===== src/rtl/switch_node_if.sv =====
// Token/credit bundle between a switch_node and its five neighbours plus its
// static routing configuration.
`ifndef PATH_WIDTH
`define PATH_WIDTH 64
`endif

interface switch_node_if;
   logic [14:0]          conf;
   logic [`PATH_WIDTH:0] d_in_N, d_in_E, d_in_S, d_in_W, d_in_NW;
   logic                 c_in_N, c_in_E, c_in_S, c_in_W, c_in_SE;
   logic [`PATH_WIDTH:0] d_out_N, d_out_E, d_out_S, d_out_W, d_out_SE;
   logic                 c_out_N, c_out_E, c_out_S, c_out_W, c_out_NW;
   logic                 err;

   modport master (
      output conf,
      output d_in_N, d_in_E, d_in_S, d_in_W, d_in_NW,
      output c_in_N, c_in_E, c_in_S, c_in_W, c_in_SE,
      input  d_out_N, d_out_E, d_out_S, d_out_W, d_out_SE,
      input  c_out_N, c_out_E, c_out_S, c_out_W, c_out_NW,
      input  err
   );

   modport slave (
      input  conf,
      input  d_in_N, d_in_E, d_in_S, d_in_W, d_in_NW,
      input  c_in_N, c_in_E, c_in_S, c_in_W, c_in_SE,
      output d_out_N, d_out_E, d_out_S, d_out_W, d_out_SE,
      output c_out_N, c_out_E, c_out_S, c_out_W, c_out_NW,
      output err
   );
endinterface


===== src/rtl/switch_node.sv =====
// Credit-flow-controlled DySER switch: five 1-entry input buffers (N,E,S,W,NW)
// routed by a static select word to five outputs (N,E,S,W,SE), fan-out allowed.
`ifndef PATH_WIDTH
`define PATH_WIDTH 64
`endif

module switch_node #(
   parameter int ID = 0
) (
   input  logic          clk,
   input  logic          rst,
   switch_node_if.slave  bus
);
   localparam int PW = `PATH_WIDTH;
   localparam int NP = 5;

   // ID only tags instances for debug; it shapes no hardware.
   if (ID < 0) begin : g_negative_id
   end

   logic [PW:0]   w_d_in [NP];
   logic [NP-1:0] w_vin;
   logic [NP-1:0] w_c_in;
   logic [2:0]    w_sel [NP];
   logic [NP-1:0] w_dest [NP];
   logic [NP-1:0] w_fire;
   logic [NP-1:0] w_ofire;
   logic [PW-1:0] w_odata [NP];
   logic [NP-1:0] w_drop;
   logic [NP-1:0] w_cred_err;

   logic [NP-1:0] r_full;
   logic [PW-1:0] r_data [NP];
   logic [PW:0]   r_d_out [NP];
   logic [NP-1:0] r_cred;
   logic [NP-1:0] r_c_out;
   logic          r_err;

   assign w_d_in[0] = bus.d_in_N;
   assign w_d_in[1] = bus.d_in_E;
   assign w_d_in[2] = bus.d_in_S;
   assign w_d_in[3] = bus.d_in_W;
   assign w_d_in[4] = bus.d_in_NW;
   assign w_c_in    = {bus.c_in_SE, bus.c_in_W, bus.c_in_S, bus.c_in_E, bus.c_in_N};
   assign w_sel[0]  = bus.conf[2:0];
   assign w_sel[1]  = bus.conf[5:3];
   assign w_sel[2]  = bus.conf[8:6];
   assign w_sel[3]  = bus.conf[11:9];
   assign w_sel[4]  = bus.conf[14:12];

   // An input fires only when every output it feeds holds a credit.
   always_comb begin
      for (int i = 0; i < NP; i++) begin
         w_vin[i]  = w_d_in[i][0];
         w_dest[i] = '0;
         for (int o = 0; o < NP; o++) begin
            w_dest[i][o] = (w_sel[o] == 3'(i));
         end
         w_fire[i] = r_full[i] && ((w_dest[i] & ~r_cred) == '0);
      end
   end

   // NOTE: every variable assigned in always_comb gets a default first, so no latch is inferred.
   always_comb begin
      for (int o = 0; o < NP; o++) begin
         w_ofire[o] = 1'b0;
         w_odata[o] = r_data[0];
         for (int i = 0; i < NP; i++) begin
            if (w_dest[i][o]) begin
               w_ofire[o] = w_fire[i];
               w_odata[o] = r_data[i];
            end
         end
      end
      w_drop     = w_vin & r_full;
      w_cred_err = w_c_in & r_cred & ~w_ofire;
   end

   // NOTE: sequential state uses non-blocking assignments only.
   always_ff @(posedge clk) begin
      if (rst) begin
         r_full  <= '0;
         r_cred  <= '1;
         r_c_out <= '0;
         r_err   <= 1'b0;
         for (int o = 0; o < NP; o++) r_d_out[o] <= '0;
      end else begin
         r_c_out <= w_fire;
         for (int i = 0; i < NP; i++) begin
            if (w_fire[i])               r_full[i] <= 1'b0;
            if (w_vin[i] && !r_full[i])  r_full[i] <= 1'b1;
         end
         for (int o = 0; o < NP; o++) begin
            r_d_out[o][0] <= w_ofire[o];
            if (w_ofire[o]) r_d_out[o][PW:1] <= w_odata[o];
            r_cred[o] <= (r_cred[o] & ~w_ofire[o]) | w_c_in[o];
         end
         if ((|w_drop) || (|w_cred_err)) r_err <= 1'b1;
      end
   end

   // NOTE: buffer payload is not reset; the full flags alone decide whether it is meaningful.
   always_ff @(posedge clk) begin
      for (int i = 0; i < NP; i++) begin
         if (w_vin[i] && !r_full[i]) r_data[i] <= w_d_in[i][PW:1];
      end
   end

   assign bus.d_out_N  = r_d_out[0];
   assign bus.d_out_E  = r_d_out[1];
   assign bus.d_out_S  = r_d_out[2];
   assign bus.d_out_W  = r_d_out[3];
   assign bus.d_out_SE = r_d_out[4];
   assign bus.c_out_N  = r_c_out[0];
   assign bus.c_out_E  = r_c_out[1];
   assign bus.c_out_S  = r_c_out[2];
   assign bus.c_out_W  = r_c_out[3];
   assign bus.c_out_NW = r_c_out[4];
   assign bus.err      = r_err;
endmodule

===== src/flat_wrapper.sv =====
// flat-port wrapper written by rule: the top's interface ports become plain ports
module switch_node_flat 
#(
   parameter int ID = 0
)
  (clk, rst, bus_conf, bus_d_in_N, bus_d_in_E, bus_d_in_S, bus_d_in_W, bus_d_in_NW, bus_c_in_N, bus_c_in_E, bus_c_in_S, bus_c_in_W, bus_c_in_SE, bus_d_out_N, bus_d_out_E, bus_d_out_S, bus_d_out_W, bus_d_out_SE, bus_c_out_N, bus_c_out_E, bus_c_out_S, bus_c_out_W, bus_c_out_NW, bus_err);
  switch_node_if bus_i ();
  input  logic clk;
  input  logic rst;
  input wire logic [$bits(bus_i.conf)-1:0] bus_conf;
  input wire logic [$bits(bus_i.d_in_N)-1:0] bus_d_in_N;
  input wire logic [$bits(bus_i.d_in_E)-1:0] bus_d_in_E;
  input wire logic [$bits(bus_i.d_in_S)-1:0] bus_d_in_S;
  input wire logic [$bits(bus_i.d_in_W)-1:0] bus_d_in_W;
  input wire logic [$bits(bus_i.d_in_NW)-1:0] bus_d_in_NW;
  input wire logic [$bits(bus_i.c_in_N)-1:0] bus_c_in_N;
  input wire logic [$bits(bus_i.c_in_E)-1:0] bus_c_in_E;
  input wire logic [$bits(bus_i.c_in_S)-1:0] bus_c_in_S;
  input wire logic [$bits(bus_i.c_in_W)-1:0] bus_c_in_W;
  input wire logic [$bits(bus_i.c_in_SE)-1:0] bus_c_in_SE;
  output wire logic [$bits(bus_i.d_out_N)-1:0] bus_d_out_N;
  output wire logic [$bits(bus_i.d_out_E)-1:0] bus_d_out_E;
  output wire logic [$bits(bus_i.d_out_S)-1:0] bus_d_out_S;
  output wire logic [$bits(bus_i.d_out_W)-1:0] bus_d_out_W;
  output wire logic [$bits(bus_i.d_out_SE)-1:0] bus_d_out_SE;
  output wire logic [$bits(bus_i.c_out_N)-1:0] bus_c_out_N;
  output wire logic [$bits(bus_i.c_out_E)-1:0] bus_c_out_E;
  output wire logic [$bits(bus_i.c_out_S)-1:0] bus_c_out_S;
  output wire logic [$bits(bus_i.c_out_W)-1:0] bus_c_out_W;
  output wire logic [$bits(bus_i.c_out_NW)-1:0] bus_c_out_NW;
  output wire logic [$bits(bus_i.err)-1:0] bus_err;
  assign bus_i.conf = bus_conf;
  assign bus_i.d_in_N = bus_d_in_N;
  assign bus_i.d_in_E = bus_d_in_E;
  assign bus_i.d_in_S = bus_d_in_S;
  assign bus_i.d_in_W = bus_d_in_W;
  assign bus_i.d_in_NW = bus_d_in_NW;
  assign bus_i.c_in_N = bus_c_in_N;
  assign bus_i.c_in_E = bus_c_in_E;
  assign bus_i.c_in_S = bus_c_in_S;
  assign bus_i.c_in_W = bus_c_in_W;
  assign bus_i.c_in_SE = bus_c_in_SE;
  assign bus_d_out_N = bus_i.d_out_N;
  assign bus_d_out_E = bus_i.d_out_E;
  assign bus_d_out_S = bus_i.d_out_S;
  assign bus_d_out_W = bus_i.d_out_W;
  assign bus_d_out_SE = bus_i.d_out_SE;
  assign bus_c_out_N = bus_i.c_out_N;
  assign bus_c_out_E = bus_i.c_out_E;
  assign bus_c_out_S = bus_i.c_out_S;
  assign bus_c_out_W = bus_i.c_out_W;
  assign bus_c_out_NW = bus_i.c_out_NW;
  assign bus_err = bus_i.err;
  switch_node #(.ID(ID)) u_core (.clk(clk), .rst(rst), .bus(bus_i));
endmodule

===== config.mk =====
export PLATFORM = sky130hd
export DESIGN_NAME = switch_node_flat
export DESIGN_NICKNAME = d
export VERILOG_FILES = /design/src/rtl/switch_node_if.sv /design/src/rtl/switch_node.sv /design/src/flat_wrapper.sv
export SDC_FILE = /design/constraint.sdc
export NUM_CORES = 1
export LEC_CHECK = 0
export ABC_CLOCK_PERIOD_IN_PS = 6100
export CAP_MARGIN = 15
export CORE_AREA = 2 2 265 267
export DETAILED_ROUTE_END_ITERATION = 8
export DIE_AREA = 0 0 267 269
export PLACE_DENSITY = 0.82
export SYNTH_ARGS = -nofsm -noshare
export SYNTH_HDL_FRONTEND = slang
export SYNTH_SLANG_ARGS = --single-unit

===== constraint.sdc =====
create_clock -name clk -period 6.1 [get_ports clk]
set_input_delay 1.525 -clock clk [delete_from_list [all_inputs] [get_ports clk]]
set_output_delay 1.525 -clock clk [all_outputs]
set_load 0.01 [all_outputs]

# After elaboration in Yosys (flattened, before gate mapping)
# Memory sizes are Yosys's and may differ from the RTL's.
# Index checks and enable logic that the tools add are counted.
# totals
regBits	16
latch_bits	0
ram_bits	645
mem_bits_ro	0
in_bits	347
output_inout_bits	331
word_cells	191
memories	2
# mem_list
name	depth	word_bits	read_ports	rd_ports_with_merged_regs	write_ports	line_no	rtl
u_core.r_d_out	5	65	5	0	5	switch_node.sv:34	logic [PW:0] r_d_out [NP];
u_core.r_data	5	64	5	0	5	switch_node.sv:33	logic [PW-1:0] r_data [NP];
# classes
n_addsub	0
multipliers	0
div_mod_pow	0
n_lt_le_gt_ge	0
n_eq_ne	20
shifts	0
mux	93
bitwise_logic	35
n_reduce_logical	33
# op_table
operator	n
$mux W64	25
$mux W1	68
$and A5 B5 Y5	8
$eq A3 B2 Y1 const B	10
$logic_not A5 Y1	5
$eq A3 B1 Y1 const B	5
$eq A3 B3 Y1 const B	5
$logic_not A3 Y1	5
$or A1 B1 Y1	15
$logic_and A1 B1 Y1	10
$not A5 Y5	2
$reduce_bool A2 Y1	5
$reduce_or A5 Y1	2
$and A1 B1 Y1	5
$logic_not A1 Y1	5
$not A1 Y1	5
$logic_or A1 B1 Y1	1

# Depth between registers and ports, before layout
# depth
ltp_word	13
ltp_mapped	11
ltp_nobuf	7

# Worst setup path before layout
# No wires, ideal clock.
# synth_path
kind	input-to-reg
from	input bus_d_in_N[0]
to	memory u_core.r_data[0][0] in the netlist's numbering (enable)
setup_ps	494
arrival_time_ps	4339
required_time_ps	5606
path_slack_ps	1266
path_stages	1
n_path_buf	0
cell_sequence	nor2b_1
# synth_rtl
element	line_no	rtl
from (decl)	flat_wrapper.sv:11	input wire logic [$bits(bus_i.d_in_N)-1:0] bus_d_in_N;
to (decl)	switch_node.sv:33	

==> out/metrics.cfg <==
[run_status]
outcome = complete, no violations

[cts]
cts_made_buffers = 72
tritoncts = yes
ctsHoldBuffers = 0
htree_levels = 3
clock_latency_ps = 620
cts_resized = 0
clk_pin_slew_ps = 60
cts_max_path_buffers = 3
root_buffer = clkbuf_16
cts_sinks = 661
post_cts_buffers = 0

[critical_path]
cp-end-kind = register
worstSetupStartpointType = input port
cp_data_required_time_ps = 6320
criticalPathCategory = in2reg
cp.arrival_ps = 4950
critPathMaxFanout = 64

[place]
io_buffer_count = 677
dp_cells = 4413
hpwl_um = 83700
gp_congestion = 0.971

[floorplanning]
initial_core_util_pct = 49.4
rows = 97
die_area_sq_um = 71800
core_sq_um = 69300
num_io_pins = 678
die_y_um = 269
die_w_um = 267

[power]
cellLeakagePower_nw = 15.6
power.total_mw = 12.3
worst_ir_drop_vdd_mv = 0.255
power_density_nw_per_um2 = 279

[layout]
fill_cells = 5202
final_layout_size_suffix_gt1_share_pct = 6.73
area_growth_syn_to_layout_pct = 28.7
finalNetCount = 3894
fin_cells = 4559
multi_input_area_sq_um = 13400
ff_latch_area_sq_um = 19700

[global_routing]
overflow = 0
grt_pass1_wl_um = 187000
grt_pass1_vias = 27600
grt_max_degree = 142
grtUsageTotal_pct = 35.7
grt_antenna_before_repair = 23

[logic_synthesis]
synth.mux.area_fraction_pct = 9.35
dominantRegCellSynth = edfxtp_1
synth-xor-area-share_pct = 0
yosys.area_share.adder_pct = 0
async_flop_share_pct = 0
syn_inst = 3034
synth_compound_area_share_pct = 20.3
synth_top_family_by_area = compound AO/OA/AOI/OAI gates
synth_area_per_cell_sq_um = 11.3
ys_ff_latch = 661
syn_area_sq_um = 34300
yosys.area_share.simple_pct = 9.03
ys_warn_count = 0
ys_seq_area_share_pct = 57.5
synth-edff-count = 645
ys_types = 59

[timing]
max_slew_margin_pct = 18.0
final.setup_skew_ps = 25.1
setup_tns_ps = 0
final-max-slew-violation-count = 0
hold_viol = 0
setup_violations = 0
period_minus_slack_ps = 4720
finalCritPeriodShare_pct = 77.5
worst_pin_slew_ps = 1230
fmaxAchievable_mhz = 212
rsz0062_at_grt = no

[routing]
num_vias = 29800
dr.pass1.iters = 6
wirelength_um = 131000
wl_per_cell_um = 28.8
drtAntennaViolNets = 0
drcViolationCount = 0
viasPerCell = 6.54
drtIter0Drc = 5028

[min_path]
hp-class = reg2reg

[run]
drv_cap = 0

## cells in the final DEF (no fill, tap or decap), types with 3 or more instances in the layout
cell,instances
buf_12,20
a31oi_1,3
nor3_1,7
a211oi_2,49
clkinv_2,7
nand4_1,4
dfxtp_1,16
a21oi_1,323
or3b_4,9
conb_1,5
edfxtp_1,645
diode_2,21
clkinv_1,11
nand2_1,9
a211oi_1,595
inv_6,3
nand3_1,7
a211o_1,5
bufinv_16,7
nand2b_1,4
inv_1,4
or4b_1,4
clkbuf_1,16
clkdlybuf4s50_1,676
nor2b_4,5
nor4_1,4
nor2_1,669
nand2b_4,5
nor2_4,4
mux2i_1,320
clkinvlp_4,5
clkbuf_16,73
nor4b_1,5
buf_4,33
## report_power, final
| part | total, mW | switching (mW) | leakage [nW] | internal [mW] |
|---|---|---|---|---|
| Sequential | 5.84 | 0.358 | 6.59 | 5.48 |
| Combinational | 2.13 | 1.15 | 7.92 | 0.978 |
| Clock | 4.36 | 1.85 | 1.10 | 2.50 |
## critical path, cell delays in order
cell	delay, ps
clkdlybuf4s50_1	630
or3b_4	630
o22ai_2	150
or3_1	530
nor2_1	240
a211oi_1	130
nand2b_4	100
buf_4	880
## worst paths after layout
| path | start | end | slack, ps | cells after the start |
|---|---|---|---|---|
| setup reg to reg | u_core.r_cred[2] | u_core.r_d_out[0][39] | 2770 | 7 |
| setup / recovery | bus_conf[11] | u_core.r_d_out[0][39] | 1380 | 8 |
| hold reg to reg | u_core.r_full[0] | u_core.r_full[0] | 560 | 2 |
| hold / removal | u_core.r_full[0] | u_core.r_full[0] | 560 | 2 |
## cell families after synthesis
family	after synthesis
buffers and inverters	300
AO/OA/AOI/OAI	996
flip-flops	661
other	1
multiplexers	320
AND/OR/NAND/NOR	756
## state kept, by name, indices dropped and copies added (netlist names)
name,flops
u_core.r_d_out,325
u_core.bus.err,1
u_core.r_data,320
u_core.r_c_out,5
u_core.r_full,5
u_core.r_cred,5
## through the flow
step	utilization, %	instance area, sq um	setup slack (ps)	hold WS [ps]
after floorplan	-	34300	1270	492
after global placement	60.2	41700	891	550
after detailed placement	60.2	41700	858	550
after CTS	63.5	44000	1500	564
after global routing	63.6	44100	1270	579
final	63.6	44100	1380	563
## cell usage after synthesis (5+ instances only)
cell / n / share of area (%)
nor4b_1: 5 / 0.13
nor2_1: 672 / 7.4
buf_12: 6 / 0.35
a211oi_2: 49 / 1.8
a211oi_1: 595 / 13
nand2_1: 9 / 0.099
nand3_1: 7 / 0.10
edfxtp_1: 645 / 57
a21oi_1: 323 / 4.7
nor3_1: 8 / 0.12
buf_1: 17 / 0.19
or3b_1: 5 / 0.13
nand2b_1: 9 / 0.16
buf_2: 35 / 0.51
dfxtp_1: 16 / 0.94
clkbuf_1: 226 / 2.5
buf_4: 10 / 0.22
a211o_1: 5 / 0.13
nor2b_1: 6 / 0.11
mux2i_1: 320 / 9.4
## layout make-up
cell class,count,area share [%]
clock buffer,89,4.28
multi-input combinational,2077,30.5
sequential,661,44.7
clock inverter,36,0.914
timing repair buffer,730,16.9
tap,940,2.67
antenna,21,0.119
inverter,5,0.0426
## per-layer routing
layer | up-vias | track usage [%] | share of wire [%]
met5 | - | 0 | 0.0099
met4 | 2 | 23.8 | 6.7
met3 | 507 | 7.71 | 13
met2 | 2548 | 53.8 | 45
met1 | 14000 | 46.5 | 36
li1 | 12700 | - | -
Note: power is estimated with default switching activity, not from simulation.
